===== src/rtl/writeback_unit.sv =====
// Write-back arbiter: merges single-cycle ALU results and buffered load results onto the one
// register-bank write port, with a starvation guard so buffered loads always drain.
module writeback_unit #(
   parameter int unsigned DATA_WIDTH   = 32,
   parameter int unsigned ADDR_WIDTH   = 5,
   parameter int unsigned FIFO_DEPTH   = 2,
   parameter int unsigned STARVE_LIMIT = 4
) (
   input  logic                       clk_i,
   input  logic                       rst_i,
   input  logic                       alu_valid_i,
   input  logic [ADDR_WIDTH-1:0]      alu_rd_i,
   input  logic [DATA_WIDTH-1:0]      alu_data_i,
   input  logic                       mem_valid_i,
   output logic                       mem_ready_o,
   input  logic [ADDR_WIDTH-1:0]      mem_rd_i,
   input  logic [DATA_WIDTH-1:0]      mem_data_i,
   output logic                       we_o,
   output logic [ADDR_WIDTH-1:0]      waddr_o,
   output logic [DATA_WIDTH-1:0]      wdata_o,
   output logic [(2**ADDR_WIDTH)-1:0] pend_o,
   output logic                       alu_stall_o,
   output logic                       err_o
);
   localparam int unsigned NumRegs = 2 ** ADDR_WIDTH;
   localparam int unsigned PtrW    = $clog2(FIFO_DEPTH);
   localparam int unsigned CntW    = PtrW + 1;
   localparam int unsigned StW     = $clog2(STARVE_LIMIT + 1);

   logic [ADDR_WIDTH-1:0] fifo_rd_q   [FIFO_DEPTH];
   logic [DATA_WIDTH-1:0] fifo_data_q [FIFO_DEPTH];
   logic [PtrW-1:0]       wr_ptr_q, rd_ptr_q;
   logic [CntW-1:0]       count_q, count_d;
   logic [StW-1:0]        starve_q, starve_d;
   logic                  stall_q, err_q, err_d, we_q, from_fifo_q;
   logic [ADDR_WIDTH-1:0] waddr_q;
   logic [DATA_WIDTH-1:0] wdata_q;
   logic                  fifo_empty, alu_wr, sel_fifo, sel_alu, push;
   logic [NumRegs-1:0]    pend;

   assign fifo_empty  = (count_q == '0);
   assign mem_ready_o = (count_q != CntW'(FIFO_DEPTH));
   assign alu_wr      = alu_valid_i && (alu_rd_i != '0);
   // A stalled ALU loses the port to the FIFO head; otherwise the FIFO only fills idle slots.
   assign sel_fifo    = !fifo_empty && (stall_q || !alu_wr);
   assign sel_alu     = alu_wr && !sel_fifo;
   assign push        = mem_valid_i && mem_ready_o && (mem_rd_i != '0);

   always_comb begin
      pend = '0;
      for (int unsigned i = 0; i < FIFO_DEPTH; i++) begin
         if (CntW'(i) < count_q) begin
            pend[fifo_rd_q[rd_ptr_q + PtrW'(i)]] = 1'b1;
         end
      end
      if (we_q && from_fifo_q) begin
         pend[waddr_q] = 1'b1;
      end
      pend[0] = 1'b0;
   end

   always_comb begin
      count_d = count_q;
      if (push && !sel_fifo) begin
         count_d = count_q + 1'b1;
      end else if (!push && sel_fifo) begin
         count_d = count_q - 1'b1;
      end
   end

   always_comb begin
      starve_d = starve_q;
      if (sel_fifo || fifo_empty) begin
         starve_d = '0;
      end else if (starve_q != StW'(STARVE_LIMIT)) begin
         starve_d = starve_q + 1'b1;
      end
   end

   assign err_d = err_q || (alu_wr && (pend[alu_rd_i] || (stall_q && !fifo_empty)));

   always_ff @(posedge clk_i or negedge rst_i) begin
      if (!rst_i) begin
         for (int unsigned i = 0; i < FIFO_DEPTH; i++) begin
            fifo_rd_q[i]   <= '0;
            fifo_data_q[i] <= '0;
         end
         wr_ptr_q    <= '0;
         rd_ptr_q    <= '0;
         count_q     <= '0;
         starve_q    <= '0;
         stall_q     <= 1'b0;
         err_q       <= 1'b0;
         we_q        <= 1'b0;
         from_fifo_q <= 1'b0;
         waddr_q     <= '0;
         wdata_q     <= '0;
      end else begin
         if (push) begin
            fifo_rd_q[wr_ptr_q]   <= mem_rd_i;
            fifo_data_q[wr_ptr_q] <= mem_data_i;
            wr_ptr_q              <= wr_ptr_q + 1'b1;
         end
         if (sel_fifo) begin
            rd_ptr_q <= rd_ptr_q + 1'b1;
         end
         count_q  <= count_d;
         starve_q <= starve_d;
         stall_q  <= (starve_d == StW'(STARVE_LIMIT));
         err_q    <= err_d;
         if (sel_fifo) begin
            we_q        <= 1'b1;
            waddr_q     <= fifo_rd_q[rd_ptr_q];
            wdata_q     <= fifo_data_q[rd_ptr_q];
            from_fifo_q <= 1'b1;
         end else if (sel_alu) begin
            we_q        <= 1'b1;
            waddr_q     <= alu_rd_i;
            wdata_q     <= alu_data_i;
            from_fifo_q <= 1'b0;
         end else begin
            we_q        <= 1'b0;
            from_fifo_q <= 1'b0;
         end
      end
   end

   assign we_o        = we_q;
   assign waddr_o     = waddr_q;
   assign wdata_o     = wdata_q;
   assign pend_o      = pend;
   assign alu_stall_o = stall_q;
   assign err_o       = err_q;

endmodule


===== config.mk =====
export PLATFORM = sky130hd
export DESIGN_NAME = writeback_unit
export DESIGN_NICKNAME = d
export VERILOG_FILES = /design/src/rtl/writeback_unit.sv
export SDC_FILE = /design/constraint.sdc
export NUM_CORES = 1
export LEC_CHECK = 0
export ABC_CLOCK_PERIOD_IN_PS = 7200
export CAP_MARGIN = 20
export CORE_AREA = 4 4 146 148
export DETAILED_ROUTE_END_ITERATION = 16
export DIE_AREA = 0 0 150 152
export SYNTH_ARGS = -nofsm -noshare
export SYNTH_HDL_FRONTEND = slang
export SYNTH_SLANG_ARGS = --single-unit

===== constraint.sdc =====
create_clock -name clk_i -period 7.2 [get_ports clk_i]
set_input_delay 1.44 -clock clk_i [delete_from_list [all_inputs] [get_ports clk_i]]
set_output_delay 1.44 -clock clk_i [all_outputs]
set_load 0.05 [all_outputs]

# Word-level counts from Yosys, hierarchy flattened
# Index checks and enable logic that the tools add are counted.
[totals]
regBits = 122
inputBits = 78
output_inout_bits = 73
elab_cells = 104
[classes]
add_sub_neg = 5
magnitude_cmp = 13
eq_ne = 3
mux = 37
bitwise = 5
reduce_logical = 27
[ops]
columns = ["cell", "count"]
rows = [
  ["$mux 32", 9],
  ["$bwmux 64", 1],
  ["$or 32x32->32", 2],
  ["$mux 5", 9],
  ["$demux 32 s1", 1],
  ["$lt 5x6->1 const B", 4],
  ["$demux 1 s5", 3],
  ["$ge 5x1->1 const B", 3],
  ["$logic_and 1x1->1", 14],
  ["$bwmux 10", 1],
  ["$reduce_bool 5->1", 2],
  ["$mux 1", 7],
  ["$ge 2x2->1 const B", 3],
  ["$mux 3", 2],
  ["$not 1->2", 3],
  ["$bmux 1 s5", 1],
  ["$demux 5 s1", 1],
  ["$logic_not 1->1", 4],
  ["$logic_or 1x1->1", 4],
  ["$lt 1x2->1 const A", 2],
  ["$mux 2", 2],
  ["$reduce_bool 2->1", 2],
  ["$add 3x1->3 const B", 1],
  ["$eq 3x3->1 const B", 1],
  ["other kinds (7)", 8],
]

# Longest topological paths before layout
[depth]
depth_word = 18
mapped_depth = 11
depth_no_buf = 10

# Worst setup path before layout
# No wires, ideal clock.
[synth_timing]
path_type = "register to output"
from = "register waddr_q[0], in the netlist waddr_o[0]"
to = "output pend_o[1]"
arrival_time_ps = 2732
required_time_ps = 5760
setup_slack_ps = 3028
stages_incl_launch_ff = 3
n_path_buf = 0
cell_sequence = "dfrtp_1 nand4b_1 o41ai_1"
[synth_via]
elab_chain_len = 6
word_cells_on_any_way = 7
[synth_lines]
columns = ["element", "line_no", "source"]
rows = [
  ["from (decl)", "36", "logic [ADDR_WIDTH-1:0] waddr_q;"],
  ["from (signal assigned)", "113", "waddr_q <= fifo_rd_q[rd_ptr_q];"],
  ["from (signal assigned)", "118", "waddr_q <= alu_rd_i;"],
  ["$lt 5x6->1 (implied by the code) / $ge 5x1->1 (equally long branches)", "57", "pend[waddr_q] = 1'b1;"],
  ["$logic_and 1x1->1 (implied by the code)", "57", ""],
  ["$mux 1 (implied by the code)", "57", ""],
  ["$demux 1 s5 *", "57", ""],
  ["$or 32x32->32 (no line) *", "n/a", ""],
  ["$mux 32 *", "56", "if (we_q && from_fifo_q) begin"],
  ["to (decl)", "21", "output logic [(2**ADDR_WIDTH)-1:0] pend_o,"],
]
# Mark *: on every way between the ends. The rest lies on a longest branch, timed or not.

# Worst setup path after layout
[layout_timing]
from = "register rd_ptr_q"
to = "output pend_o[14]"
[layout_via]
elab_chain_len = 13
word_cells_on_any_way = 24
[layout_lines]
columns = ["element", "line_no", "source"]
rows = [
  ["from (decl)", "32", "logic [PtrW-1:0] wr_ptr_q, rd_ptr_q;"],
  ["from (signal assigned)", "105", "rd_ptr_q <= rd_ptr_q + 1'b1;"],
  ["$add 1x1->1 / $not 1->2 (equally long branches)", "53", "pend[fifo_rd_q[rd_ptr_q + PtrW'(i)]] = 1'b1;"],
  ["$not 1->2 (implied by the code) / $mux 5 (equally long branches)", "53", ""],
  ["$mux 5 (implied by the code) (2 in series)", "53", ""],
  ["$mux 5 (implied by the code), or another cell as far along", "53", ""],
  ["$lt 5x6->1 (implied by the code), or another cell as far along", "53", ""],
  ["$logic_and 1x1->1 (implied by the code) / $mux 1 (equally long branches)", "53", ""],
  ["$mux 1 (implied by the code) / $demux 1 s5 (equally long branches)", "53", ""],
  ["$demux 1 s5 / $mux 32 (equally long branches)", "53, 52", ""],
  ["$or 32x32->32 (no line)", "n/a", ""],
  ["$mux 32 *", "52", "if (CntW'(i) < count_q) begin"],
  ["$or 32x32->32 (no line)", "n/a", ""],
  ["$mux 32 *", "56", ""],
]
# Mark *: on every way between the ends. The rest lies on a longest branch, timed or not. The select of a mux whose other input is x is not followed.

==> reports/results.tsv <==
stage	metric	value	unit
run_status	status	complete, no violations	
worst_setup_path	r2r-start	rd_ptr_q	
synth	syn_area	6670	um2
timing	max_slew_margin	30.8	%
timing	setup_tns	0	ns
synth	synthXorXnorAreaFrac	0.657	%
cells_and_area	multi_input_area	3360	um2
detailed_routing	drt-total-wl	18.4	mm
power	p_seq_share	29.5	%
cells_and_area	utilization	45.1	%
cts	htreeDepth	4	
die	initial_utilization	33.3	%
timing	rsz0062_at_grt	no	
power	p_sw	2.03	mW
synth	ys_warn_count	0	
detailed_routing	vias	5413	
synth	synth_top_family_by_area	multiplexers	
grt	grt_usage	16.2	%
worst_setup_path	arrival	3.68	ns
die	floorplan.rows	52	
worst_setup_path	worstPathMaxFanout	55	
min_path	hold_class	flip-flop to flip-flop	
worst_setup_path	slowest_delay	1.02	ns
synth	synth_fp_nets	742	
synth	ys_types	58	
detailed_routing	drtIter0Drc	336	
synth	ys_async_sr_fraction	100	%
cts	cts_made_buffers	17	
detailed_routing	wl_per_cell	17.1	um
timing	worst_slew_pin_slew	1.03	ns
timing	hold_viol	0	
synth	synth_edf_count	0	
synth	synth_fa_ha_area_share	1.13	%
timing	finalCritPeriodShare	71.1	%
cts	cts_sinks	122	
placement	hpwl	13.0	mm
placement	place_congestion	0.926	
cts	cts_root_buffer	clkbuf_16	
power	switching_share	43.8	%
cells_and_area	diodes	0	
timing	fmax	195	MHz
worst_setup_path	startpoint_type	flip-flop	
timing	fin_crit	5.12	ns
power	p_int	2.60	mW
grt	grt_max_degree	76	
cts	cts_buffer_depth	2	
worst_setup_path	r2r_cells	7	
cells_and_area	fin_nets	876	
worst_setup_path	path_cells	mux2_2 -> nor3_1 -> a22oi_1 -> o21ai_0 -> clkdlybuf4s50_1	
die	io_pins	151	
cells_and_area	syn2layout_area_growth	35.7	%
cts	postCtsSetupRepairBufs	0	
worst_setup_path	setup.worst_path.start	rd_ptr_q	
worst_setup_path	required	5.76	ns
placement	portBuffers	149	
cts	cts_resized	0	
flow_run	max-cap-violations	0	
die	dieArea	22800	um2
synth	ys_ff_latch	122	
cts	cts_tree	built	
worst_setup_path	worst_setup_path_end_kind	output port	
detailed_routing	final_antenna_net_count	0	
power	combPwrFrac	50.1	%
synth	synth-simple-area-share	13.7	%
detailed_routing	drc	0	
power	ir_drop	0.296	mV
cts	clkTransAtPathRegs	0.06	ns
power	p_per_area	512	nW/um2
die	dieHeight	152	um
die	core_area	20000	um2
cts	clock_latency	0.41	ns
synth	yosysSeqAreaShare	45.8	%
grt	grt_pass1_wl	29.6	mm
cells_and_area	ff_latch_area	3060	um2
grt	grt_overflow	0	
power	p_leak	3.74	nW
synth	synth_compound_area_share	12.9	%
synth	avgSynthCellArea	10.1	um2
cells_and_area	fillers	1952	
power	pwr-share-clk	20.4	%
cts	postCtsHoldBufs	0	
die	die_w	150	um
grt	antenna_found_initial	0	
grt	grt_pass1_vias	5453	
detailed_routing	firstDrtPassIters	5	
synth	syn_inst	658	
worst_setup_path	r2r_slack	3.83	ns
cells_and_area	fin_area	9040	um2
synth	synth.area.mux_share	21.6	%
timing	finalSetupViolations	0	
worst_setup_path	endpoint	pend_o[14]	
synth	synth_flop_cell	dfrtp_1	
worst_setup_path	critPathKind	flip-flop to output port	
min_path	hp-start	wdata_o[11]	
placement	placed_area	8380	um2
timing	slew_viol_final	0	
timing	finClkSkew	0.0121	ns
worst_setup_path	reg2reg_to	err_o	
worst_setup_path	slowest_stage	dfrtp_4	
cells_and_area	drive_gt1_share	16.5	%
detailed_routing	vias_per_cell	5.04	
==> Yosys cell counts (3+ instances only) <==
| cell type | instances | area [um2] |
|---|---|---|
| mux2i_4 | 3 | 67.6 |
| nor3_1 | 12 | 60.1 |
| nand2_1 | 101 | 379 |
| o21ai_0 | 74 | 370 |
| clkbuf_1 | 31 | 116 |
| nand3b_1 | 8 | 60.1 |
| a21oi_1 | 28 | 140 |
| ha_1 | 6 | 75.1 |
| o21ai_1 | 5 | 25.0 |
| mux2i_1 | 36 | 360 |
| xnor2_1 | 3 | 26.3 |
| mux2_2 | 69 | 777 |
| buf_2 | 3 | 15.0 |
| nand3_1 | 13 | 65.1 |
| dfrtp_1 | 122 | 3050 |
| a31oi_1 | 3 | 18.8 |
| a211oi_1 | 5 | 37.5 |
| o22ai_1 | 16 | 100 |
| inv_1 | 26 | 97.6 |
| nor2b_1 | 3 | 18.8 |
| and3b_1 | 3 | 26.3 |
| mux4_2 | 3 | 67.6 |
| mux2_1 | 10 | 113 |
| nand2b_1 | 3 | 18.8 |
| nor2_1 | 17 | 63.8 |
| a22oi_1 | 5 | 37.5 |
| or3b_2 | 4 | 35.0 |
==> metrics by stage <==
| step | std cells | total power [mW] | worst slack, ns | hold slack [ns] |
|---|---|---|---|---|
| global placement | 1042 | 3.67 | 2.54 | 0.463 |
| CTS | 1075 | 4.67 | 2.11 | 0.485 |
| finish | 1075 | 4.63 | 2.08 | 0.480 |
| floorplan | 658 | 2.98 | 3.03 | 0.464 |
| global route | 1075 | 4.91 | 1.94 | 0.491 |
| detailed placement | 1043 | 3.70 | 2.50 | 0.472 |
==> cell usage in the layout (no fill, tap or decap), drive strengths merged, types with 3 or more instances in the layout <==
master	netlist	routed
a211oi	5	5
a21oi	30	30
a22oi	5	5
a31oi	3	3
and3b	3	3
buf	7	5
bufinv	0	5
clkbuf	31	21
clkdlybuf4s50	0	148
clkinv	0	3
clkinvlp	0	3
dfrtp	122	122
ha	6	6
inv	26	26
mux2	81	81
mux2i	41	41
mux4	3	3
nand2	101	101
nand2b	3	3
nand3	13	13
nand3b	8	8
nor2	17	17
nor2b	3	3
nor3	15	15
nor3b	4	4
o21ai	79	79
o22ai	16	16
or3b	5	5
xnor2	3	3
==> cells by family after synthesis <==
family / count (synthesis)
AO/OA/AOI/OAI: 151
XOR/XNOR: 5
adder cells (fa/ha/maj): 6
buffers and inverters: 64
flip-flops: 122
multiplexers: 125
other: 1
AND/OR/NAND/NOR: 184
==> registers in the layout (all words and copies together) (netlist names), 2 cells and up <==
signal and cells:
count_q 2, fifo_data_q 64, fifo_rd_q 10, starve_q 3, waddr_o 5, wdata_o 32
==> metal layers <==
layer / part of all wire (%) / global-route usage (%)
met5: 0 / 0
met3: 9.4 / 5.72
met4: 1.4 / 5.10
met1: 44 / 20.9
met2: 45 / 25.5
==> power by group through the flow <==
stage | sequential, mW | combinational (mW) | clock, mW
after floorplan | 1.59 | 1.38 | 0
after detailed placement | 1.37 | 2.33 | 0
after CTS | 1.37 | 2.33 | 0.970
after global routing | 1.42 | 2.50 | 0.997
final | 1.37 | 2.32 | 0.945
after global placement | 1.37 | 2.31 | 0
==> critical path: cells and delay by family (launching register included) <==
family | cells | cell delay, ns
and+or+nand+nor | 1 | 0.45
muxes | 1 | 0.48
DFF | 1 | 1.02
buffers and inverters | 1 | 0.88
AOI/OAI and AO/OA | 2 | 0.34
==> area by class of cell <==
type | instances | share of cell area [%]
clock buffer | 21 | 5.20
inverter | 26 | 1.08
tap | 270 | 3.74
multi-input combinational | 472 | 37.1
clock inverter | 11 | 2.12
timing repair buffer | 153 | 16.9
sequential | 122 | 33.8
==> how the worst min path moves through the flow <==
stage / depth (start not counted) / end / slack (ns)
2_1_floorplan: 1 / fifo_data_q[17] / 0.46
3_3_place_gp: 2 / wdata_o[18] / 0.46
3_5_place_dp: 2 / wdata_o[11] / 0.47
4_1_cts: 2 / wdata_o[11] / 0.49
5_1_grt: 2 / wdata_o[2] / 0.49
6_report: 2 / wdata_o[11] / 0.48
No activity file was read; power rests on OpenSTA's default activity.
